==> src/rtl/gray_decoder_capture.sv <==
// Gray-code capture stage: waits for a stable synchronized Gray word, converts it
// to binary and registers it with a one-cycle bin_valid pulse. Optional macro:
// GRAY_STEP_CHECK_EN enables the sticky step_err multi-bit-step detector.
module gray_decoder_capture #(
  parameter int WIDTH         = 4,
  parameter int STABLE_CYCLES = 4
) (
  input  logic             reloj,
  input  logic             reset,
  input  logic             read,
  input  logic [WIDTH-1:0] Gray_in,
  output logic [WIDTH-1:0] bin_out,
  output logic             bin_valid,
  output logic             step_err,
  output logic [1:0]       dbg_state
);

  localparam int CW = $clog2(STABLE_CYCLES + 1);

  localparam logic [1:0] IDLE   = 2'd0;
  localparam logic [1:0] SETTLE = 2'd1;
  localparam logic [1:0] UPDATE = 2'd2;

  localparam logic [CW-1:0] CNT_LAST   = CW'(STABLE_CYCLES - 1);
  localparam logic [1:0]    FIRST_NEXT = (STABLE_CYCLES == 1) ? UPDATE : SETTLE;

  logic [1:0]       state;
  logic [CW-1:0]    cnt;
  logic [WIDTH-1:0] cand;
  logic [WIDTH-1:0] last_gray;

  // Handshake: there is no backpressure; bin_valid is a single-cycle strobe that
  // qualifies bin_out in the cycle it rises, and read gates whether new words are
  // considered at all.

  function automatic logic [WIDTH-1:0] gray2bin(input logic [WIDTH-1:0] g);
    logic [WIDTH-1:0] b;
    b = '0;
    b[WIDTH-1] = g[WIDTH-1];
    for (int i = WIDTH - 2; i >= 0; i--) b[i] = b[i+1] ^ g[i];
    return b;
  endfunction

`ifdef GRAY_STEP_CHECK_EN
  function automatic logic multi_bit(input logic [WIDTH-1:0] d);
    int n;
    n = 0;
    for (int i = 0; i < WIDTH; i++) n = n + int'(d[i]);
    return (n > 1);
  endfunction
`endif

  always_ff @(posedge reloj) begin
    if (reset) begin
      state     <= IDLE;
      cnt       <= '0;
      cand      <= '0;
      last_gray <= '0;
      bin_out   <= '0;
      bin_valid <= 1'b0;
`ifdef GRAY_STEP_CHECK_EN
      step_err  <= 1'b0;
`endif
    end else begin
      bin_valid <= 1'b0;
      case (state)
        IDLE: begin
          if (read && (Gray_in != last_gray)) begin
            cand  <= Gray_in;
            cnt   <= CW'(1);
            state <= FIRST_NEXT;
          end
        end
        SETTLE: begin
          // A word that falls back to the committed value is treated as a glitch.
          if (!read) begin
            state <= IDLE;
          end else if (Gray_in == last_gray) begin
            state <= IDLE;
          end else if (Gray_in != cand) begin
            cand <= Gray_in;
            cnt  <= CW'(1);
          end else begin
            cnt <= cnt + CW'(1);
            if (cnt == CNT_LAST) state <= UPDATE;
          end
        end
        UPDATE: begin
          bin_out   <= gray2bin(cand);
          last_gray <= cand;
          bin_valid <= 1'b1;
          state     <= IDLE;
`ifdef GRAY_STEP_CHECK_EN
          if (multi_bit(cand ^ last_gray)) step_err <= 1'b1;
`endif
        end
        default: state <= IDLE;
      endcase
    end
  end

`ifndef GRAY_STEP_CHECK_EN
  assign step_err = 1'b0;
`endif

  assign dbg_state = state;

endmodule
==> config.mk <==
export PLATFORM = sky130hd
export DESIGN_NAME = gray_decoder_capture
export DESIGN_NICKNAME = d
export VERILOG_FILES = /design/src/rtl/gray_decoder_capture.sv
export SDC_FILE = /design/constraint.sdc
export NUM_CORES = 1
export LEC_CHECK = 0
export CORE_UTILIZATION = 53
export CTS_CLUSTER_SIZE = 8
export DETAILED_ROUTE_END_ITERATION = 16
export GPL_TIMING_DRIVEN = 0
export PLACE_DENSITY = 0.86
export SLEW_MARGIN = 20
export SYNTH_ARGS = -nofsm -noshare
export SYNTH_HDL_FRONTEND = slang
export SYNTH_SLANG_ARGS = --single-unit
==> constraint.sdc <==
create_clock -name reloj -period 3.33 [get_ports reloj]
set_clock_uncertainty 0.15 [all_clocks]
set_input_delay 0.999 -clock reloj [delete_from_list [all_inputs] [get_ports reloj]]
set_output_delay 0.999 -clock reloj [all_outputs]
set_load 0.005 [all_outputs]
; ---- Word-level counts from Yosys, hierarchy flattened
; Cells that the tools add are included.
[totals]
ff_bits = 18
input_bits = 7
out_inout_bits = 8
elab_cells = 45
[op_classes]
n_addsub = 1
eq_ne = 12
mux = 17
bitwise = 3
n_reduce_logical = 6
[ops]
columns = cell, n
row1 = $mux W4, 4
row2 = $mux W3, 4
row3 = $mux W2, 5
row4 = $ne A2 B2 Y1 const B, 4
row5 = $ne A4 B4 Y1, 2
row6 = $ne A4 B4 Y1 const B, 2
row7 = $pmux W4 S2, 1
row8 = $pmux W3 S2, 1
row9 = $reduce_and A5 Y1, 1
row10 = $eq A4 B4 Y1, 1
row11 = $pmux W2 S2, 1
row12 = $reduce_and A4 Y1, 1
row13 = $add A3 B1 Y3 const B, 1
row14 = $eq A3 B2 Y1 const B, 1
row15 = $reduce_and A3 Y1, 1
row16 = $xor A1 B1 Y1, 3
row17 = $eq A2 B1 Y1 const B, 1
row18 = $eq A2 B2 Y1 const B, 1
row19 = $logic_not A2 Y1, 1
row20 = $reduce_bool A2 Y1, 1
row21 = $logic_and A1 B1 Y1, 1
row22 = $mux W1, 1

; ---- Depth between registers and ports, before layout
; Gate-level depths: netlist of the first run.
[depth]
ltp_word = 6
depth_mapped = 5
mapped_depth_nobuf = 4

; ---- Worst setup path before layout of the first run
; No wires, ideal clock.
[synth_timing]
path_type = input -> register
startpoint = input Gray_in[2]
endpoint = register cand[0]
setup_time_ns = 0.128
t_arrival_ns = 1.689
required_ns = 3.052
slack_ns = 1.364
cell_stages = 5
path_buffers = 1
path_cell_list = xnor2_1 a41oi_2 buf_6 mux2i_1 nor2_1
[synth_via]
elab_chain_cells = 4
elab_cells_between_ends = 8
cone_classes = eq/ne: 6 / reduce/logical: 2
[synth_rtl]
columns = element, line
row1 = "start, declared", 11  ; input logic [WIDTH-1:0] Gray_in,
row2 = $ne A4 B4 Y1, 68  ; if (read && (Gray_in != last_gray)) begin
row3 = $logic_and A1 B1 Y1, 68
row4 = $ne A2 B2 Y1 (no line), --
row5 = $reduce_and A5 Y1 (no line) *, --
row6 = "end signal, assigned", 69  ; cand <= Gray_in;
row7 = "end signal, assigned", 81  ; cand <= Gray_in;
row8 = "end, declared", 29  ; logic [WIDTH-1:0] cand;
; Mark *: on every way between the ends. The rest lies on a longest branch, timed or not.
; A chain may end at the register's enable or synchronous reset.

==> results_dict.tcl, run 1 <==
set metrics [dict create \
    die-height_um 40.6 \
    h-tree-depth 1 \
    ys_seq_area_frac 0.430 \
    grt_pass1_wl_um 2190 \
    r2r_cells 5 \
    ctsHoldBuffers 0 \
    setup_tns_ps 0 \
    drv_cap 0 \
    clkSlewWorstSetupHoldPaths_ps 100 \
    cp_cell_sequence "buf_4 -> clkdlybuf4s50_1" \
    fin_nets 114 \
    drt_iter0_drc 5 \
    grt_pass1_vias 522 \
    gp_congestion 0.718 \
    path_max_fanout 3 \
    finalHoldViolations 0 \
    num-fill-cells 119 \
    power-per-cell-area_mw_per_mm2 389 \
    start_util 0.586 \
    post_cts_buffers 0 \
    r2r_start "last_gray[3]$_SDFFE_PP0P_" \
    layout_commonest_cell "dfxtp_1" \
    antenna_cells 0 \
    cts_buffer_depth 2 \
    required_ps 2180 \
    syn_area_um2 791 \
    cts_sinks 17 \
    fin_ws_ps 896 \
    ir_drop_mv 0.254 \
    cts_tree "built" \
    root_buffer "clkbuf_4" \
    worstSetupPathType "register to primary output" \
    core_area_mm2 0.00135 \
    pre_cts_ws_ps 749 \
    syn_avg_cell_area_um2 9.09 \
    hpwl_um 1020 \
    ioPinCount 15 \
    dr.pass1.iters 4 \
    ant_nets 0 \
    critPathArrivalTime_ps 1290 \
    syn2layout_area_growth_pct 22.2 \
    vias_per_cell 5.23 \
    vias 622 \
    min_path_cells 2 \
    port_buffers 13 \
    cts_inserted_buffers 3 \
    startpoint_type "register" \
    rsz0062_at_grt "false" \
    p_leak_uw 0.000357 \
    rows 13 \
    crit_family "buffers and inverters" \
    cp_slowest_cell "clkdlybuf4s50_1" \
    fmax_mhz 411 \
    cts_resized 0 \
    insertion_delay_ps 300 \
    status "finished clean" \
    dieArea_mm2 0.00165 \
    grt.total_usage 0.209 \
    min_path_type "register to register" \
    worstHoldStart "bin_out[1]$_SDFFE_PP0P_" \
    syn-instance-count 87 \
    synth_warnings 0 \
    startpoint "last_gray[3]$_SDFFE_PP0P_" \
    crit_path_max_incr_delay_ps 490 \
    finalCritPeriodShare 0.731 \
    routed_wl_um 1410 \
    ys_seq_elements 17 \
    antenna_found_initial 0 \
    setup_viol 0 \
    regArea_um2 340 \
    drt-wirelength-per-cell_um 11.8 \
    grt_max_degree 11 \
    die_w_um 40.6 \
    overflow 0 \
    synth.distinct_cells 25 \
    drc_errors 0 \
    path_depth 2 \
    multi_input_area_um2 409 \
    final_cell_mix "dfxtp_1, nand2_1, clkdlybuf4s50_1, a21oi_1, xnor2_1" \
    slew_violations 0 \
    fin_crit_ps 2430 \
    path_buf_inv 2 \
    worstSetupEndpointType "primary output" \
    syn-num-nets 96 \
    drive_gt1_frac 0.0769 \
]
## metrics by stage
step | hold slack, ps | cells | util | power [uW] | instance area, um2
after floorplan | 287 | 87 | - | 251 | 791
after global placement | 295 | 115 | 0.696 | 268 | 940
after detailed placement | 300 | 115 | 0.696 | 268 | 940
after CTS | 317 | 119 | 0.715 | 378 | 966
after global routing | 339 | 119 | 0.715 | 392 | 966
final | 318 | 119 | 0.715 | 376 | 966
## Yosys cell counts
cell type,count,share of area
a21boi_1,1,0.0095
nand3_1,1,0.0063
nand2b_1,4,0.032
dfxtp_1,17,0.43
conb_1,1,0.0047
a41oi_2,1,0.021
buf_6,1,0.014
xnor2_1,8,0.089
a21oi_1,9,0.057
xor2_1,3,0.033
a31oi_1,1,0.0079
nor3_4,1,0.021
and2_1,2,0.016
o21ai_0,2,0.013
a211oi_1,1,0.0095
clkbuf_1,2,0.0095
nand2_1,13,0.062
inv_1,2,0.0095
buf_4,2,0.019
nor2b_1,1,0.0079
nor2_1,6,0.028
nand4b_1,1,0.011
mux2i_1,4,0.051
nand4_1,1,0.0079
ha_1,2,0.032
## tightest hold or removal path, cell delays in order (launching register included)
cell and delay [ps]:
dfxtp_1 320, nand2_1 50, a21oi_1 50
## worst paths after layout
| kind | end | slack (ps) |
|---|---|---|
| setup / recovery | bin_out[3] | 900 |
| hold reg to reg | bin_out[1]$_SDFFE_PP0P_ | 320 |
| setup reg to reg | cand[0]$_SDFFE_PP0P_ | 1950 |
| hold / removal | bin_out[1]$_SDFFE_PP0P_ | 320 |
## registers in the layout, summed over array words and instances, names as in the netlist
name,cells
dbg_state,2
bin_out,3
cnt,3
last_gray,4
bin_valid,1
cand,4
## layer usage
layer  wire length (um)  global-route usage  vias up
li1                   -                   -      321
met1                700               0.264      282
met2                602               0.321       14
met3                 76              0.0652        5
met4                 29               0.100        0
met5                  0                   0        -
## power by group
part / internal (uW) / leakage [uW] / switching [uW]
Sequential: 208 / 0.000138 / 5.63
Combinational: 25.7 / 0.000203 / 24.4
Clock: 46.7 / 0.0000150 / 65.6
## final cells by class
| class | count | share of cell area |
|---|---|---|
| Clock buffer | 4 | 0.0272 |
| Timing Repair Buffer | 13 | 0.135 |
| Sequential cell | 17 | 0.352 |
| Buffer | 5 | 0.0350 |
| Tap cell | 15 | 0.0194 |
| Inverter | 2 | 0.00777 |
| Multi-Input combinational cell | 63 | 0.424 |
## logic make-up after synthesis
logic type               after synthesis  share of synthesized area
AO/OA/AOI/OAI                         15                      0.117
XOR/XNOR                              11                      0.122
adder cells (fa/ha/maj)                2                     0.0316
buffers and inverters                  7                     0.0522
flip-flops                            17                      0.430
multiplexers                           4                     0.0506
other                                  1                    0.00474
AND/OR/NAND/NOR                       30                      0.191
(Power assumes the default switching activity.)
==> inputs of run 2 (changes only) <==
CORE_UTILIZATION = 44   (was 53)
PLACE_DENSITY = 0.77   (was 0.86)
clock period = 2.15 ns   (was 3.33 ns; I/O delays follow)
==> run 2 against run 1 <==
Against the previous run:
- first-iteration DRC count rose to 2.8 times the previous value
- wire length increased by 5.9%
- utilization decreased by 10 points
- flip-flop and latch count stayed put
- worst hold slack worse by 1.3 ps
- combinational power rose by 56%
- global-route usage fell by 3.1 points
- largest cell class unchanged
- design area up 1.3%
- final cell count up 7.6%
- die area increased by 19%
- register-to-register slack got worse by 1200 ps
- via count grew 0.48%
==> results_dict.tcl, run 2 (synthesis gave the netlist of run 1 again) <==
set metrics [dict create \
    cts_inserted_buffers 3 \
    fin_ws_ps 49.5 \
    hpwl_um 1160 \
    cts_buffer_depth 2 \
    slew_violations 0 \
    grt.total_usage 0.178 \
    path_max_fanout 3 \
    antenna_cells 0 \
    crit_path_max_incr_delay_ps 480 \
    grt_pass1_vias 550 \
    start_util 0.496 \
    ioPinCount 15 \
    cp_cell_sequence "buf_4 -> clkdlybuf4s50_1" \
    grt_pass1_wl_um 2490 \
    die-height_um 44.4 \
    critPathArrivalTime_ps 1310 \
    drc_errors 0 \
    net-switching-power_uw 160 \
    overflow 0 \
    dieArea_mm2 0.00197 \
    antenna_found_initial 0 \
    cts_tree "built" \
    final_cell_area_um2 978 \
    pre_cts_ws_ps -98.1 \
    rsz0062_at_grt "false" \
    p_leak_uw 0.000359 \
    h-tree-depth 1 \
    cp_slowest_cell "clkdlybuf4s50_1" \
    cts_resized 0 \
    port_buffers 13 \
    drt_iter0_drc 14 \
    sw_frac_of_total 0.270 \
    cts_sinks 17 \
    required_ps 1350 \
    core_area_mm2 0.00159 \
    fin_nets 114 \
    worstSetupPathType "register to primary output" \
    crit_family "buffers and inverters" \
    min_path_cells 2 \
    root_buffer "clkbuf_4" \
    finalCritPeriodShare 0.977 \
    vias 625 \
    r2r_end "cand[3]$_SDFFE_PP0P_" \
    power-per-cell-area_mw_per_mm2 604 \
    routed_wl_um 1490 \
    r2r_cells 5 \
    setup_viol 0 \
    worstSetupEndpointType "primary output" \
    gp_congestion 0.796 \
    pwr-share-comb 0.132 \
    dr.pass1.iters 4 \
    r2r_start "last_gray[3]$_SDFFE_PP0P_" \
    top_regs "cand: 4 flops, last_gray: 4 flops" \
    holdWs_ps 317 \
    min_to "bin_out[1]$_SDFFE_PP0P_" \
    pwr-share-clk 0.307 \
    insertion_delay_ps 300 \
    status "finished clean" \
    fmax_mhz 476 \
    clkSlewWorstSetupHoldPaths_ps 110 \
    vias_per_cell 4.88 \
    num-fill-cells 137 \
    startpoint_type "register" \
    fin_crit_ps 2100 \
    finalPower_uw 591 \
    path_buf_inv 2 \
    ir_drop_mv 0.423 \
    layout_commonest_cell "dfxtp_1" \
    regArea_um2 340 \
    ctsHoldBuffers 0 \
    setup_tns_ps 0 \
    drv_cap 0 \
    seqPwrFrac 0.561 \
    ff2ff_setup_slack_ps 740 \
    post_cts_buffers 0 \
    worstHoldStart "bin_out[1]$_SDFFE_PP0P_" \
    rows 14 \
    grt_max_degree 11 \
    min_path_type "register to register" \
    finalHoldViolations 0 \
    die_w_um 44.4 \
    intPower_uw 432 \
    multi_input_area_um2 409 \
    drt-wirelength-per-cell_um 11.7 \
    final_cell_mix "dfxtp_1, nand2_1, clkdlybuf4s50_1, a21oi_1, xnor2_1" \
    syn2layout_area_growth_pct 23.7 \
    post_dp_cell_area_um2 951 \
    ant_nets 0 \
    drive_gt1_frac 0.0865 \
]
-- run 2: tightest hold or removal path: cells and delay by family, from the launching register on --
| family | cells | cell delay (ps) |
|---|---|---|
| AO/OA/AOI/OAI | 1 | 50 |
| flip-flops | 1 | 330 |
| AND/OR/NAND/NOR | 1 | 50 |
-- run 2: power by group through the flow --
stage | combinational [uW] | sequential [uW] | clock, uW
after detailed placement | 78.6 | 339 | 0
final | 78.4 | 331 | 182
after floorplan | 52.5 | 337 | 0
after global placement | 76.9 | 338 | 0
after global routing | 85.8 | 332 | 196
after CTS | 79.0 | 331 | 181
-- run 2: stage by stage --
step                      cells   util
after floorplan              87      -
after global placement      124  0.597
after detailed placement    124  0.597
after CTS                   128  0.614
after global routing        128  0.614
final                       128  0.614
-- run 2: layer usage --
metal  GRT usage  routed length (um)
met5           0                   0
met4      0.0545                  21
met3      0.0490                  50
met2       0.291                 718
met1       0.229                 701
-- run 2: cell type report --
cell class	instances	share of cell area
multi-input combinational	63	0.418
sequential	17	0.348
timing repair buffer	13	0.133
buffer	5	0.0345
tap	24	0.0307
clock buffer	3	0.0230
inverter	2	0.00767
clock inverter	1	0.00512
-- run 2: worst max path at each step --
stage,start,end,slack (ps),cells after the start
6_report,last_gray[3]$_SDFFE_PP0P_,bin_out[3],50,2
5_1_grt,last_gray[3]$_SDFFE_PP0P_,bin_out[3],3,2
4_1_cts,last_gray[3]$_SDFFE_PP0P_,bin_out[3],50,2
3_5_place_dp,Gray_in[0],cnt[0]$_SDFFE_PP0P_,-100,6
3_3_place_gp,Gray_in[2],cand[0]$_SDFFE_PP0P_,-70,6
2_1_floorplan,Gray_in[2],cand[0]$_SDFFE_PP0P_,540,5
==> inputs of run 3 (changes only) <==
ABC_CLOCK_PERIOD_IN_PS = 2150   (was unset)
SKIP_LAST_GASP = 1   (was unset)
==> results of run 3 <==
Same layout as run 2: the final DEF is identical, and so are final timing and power.
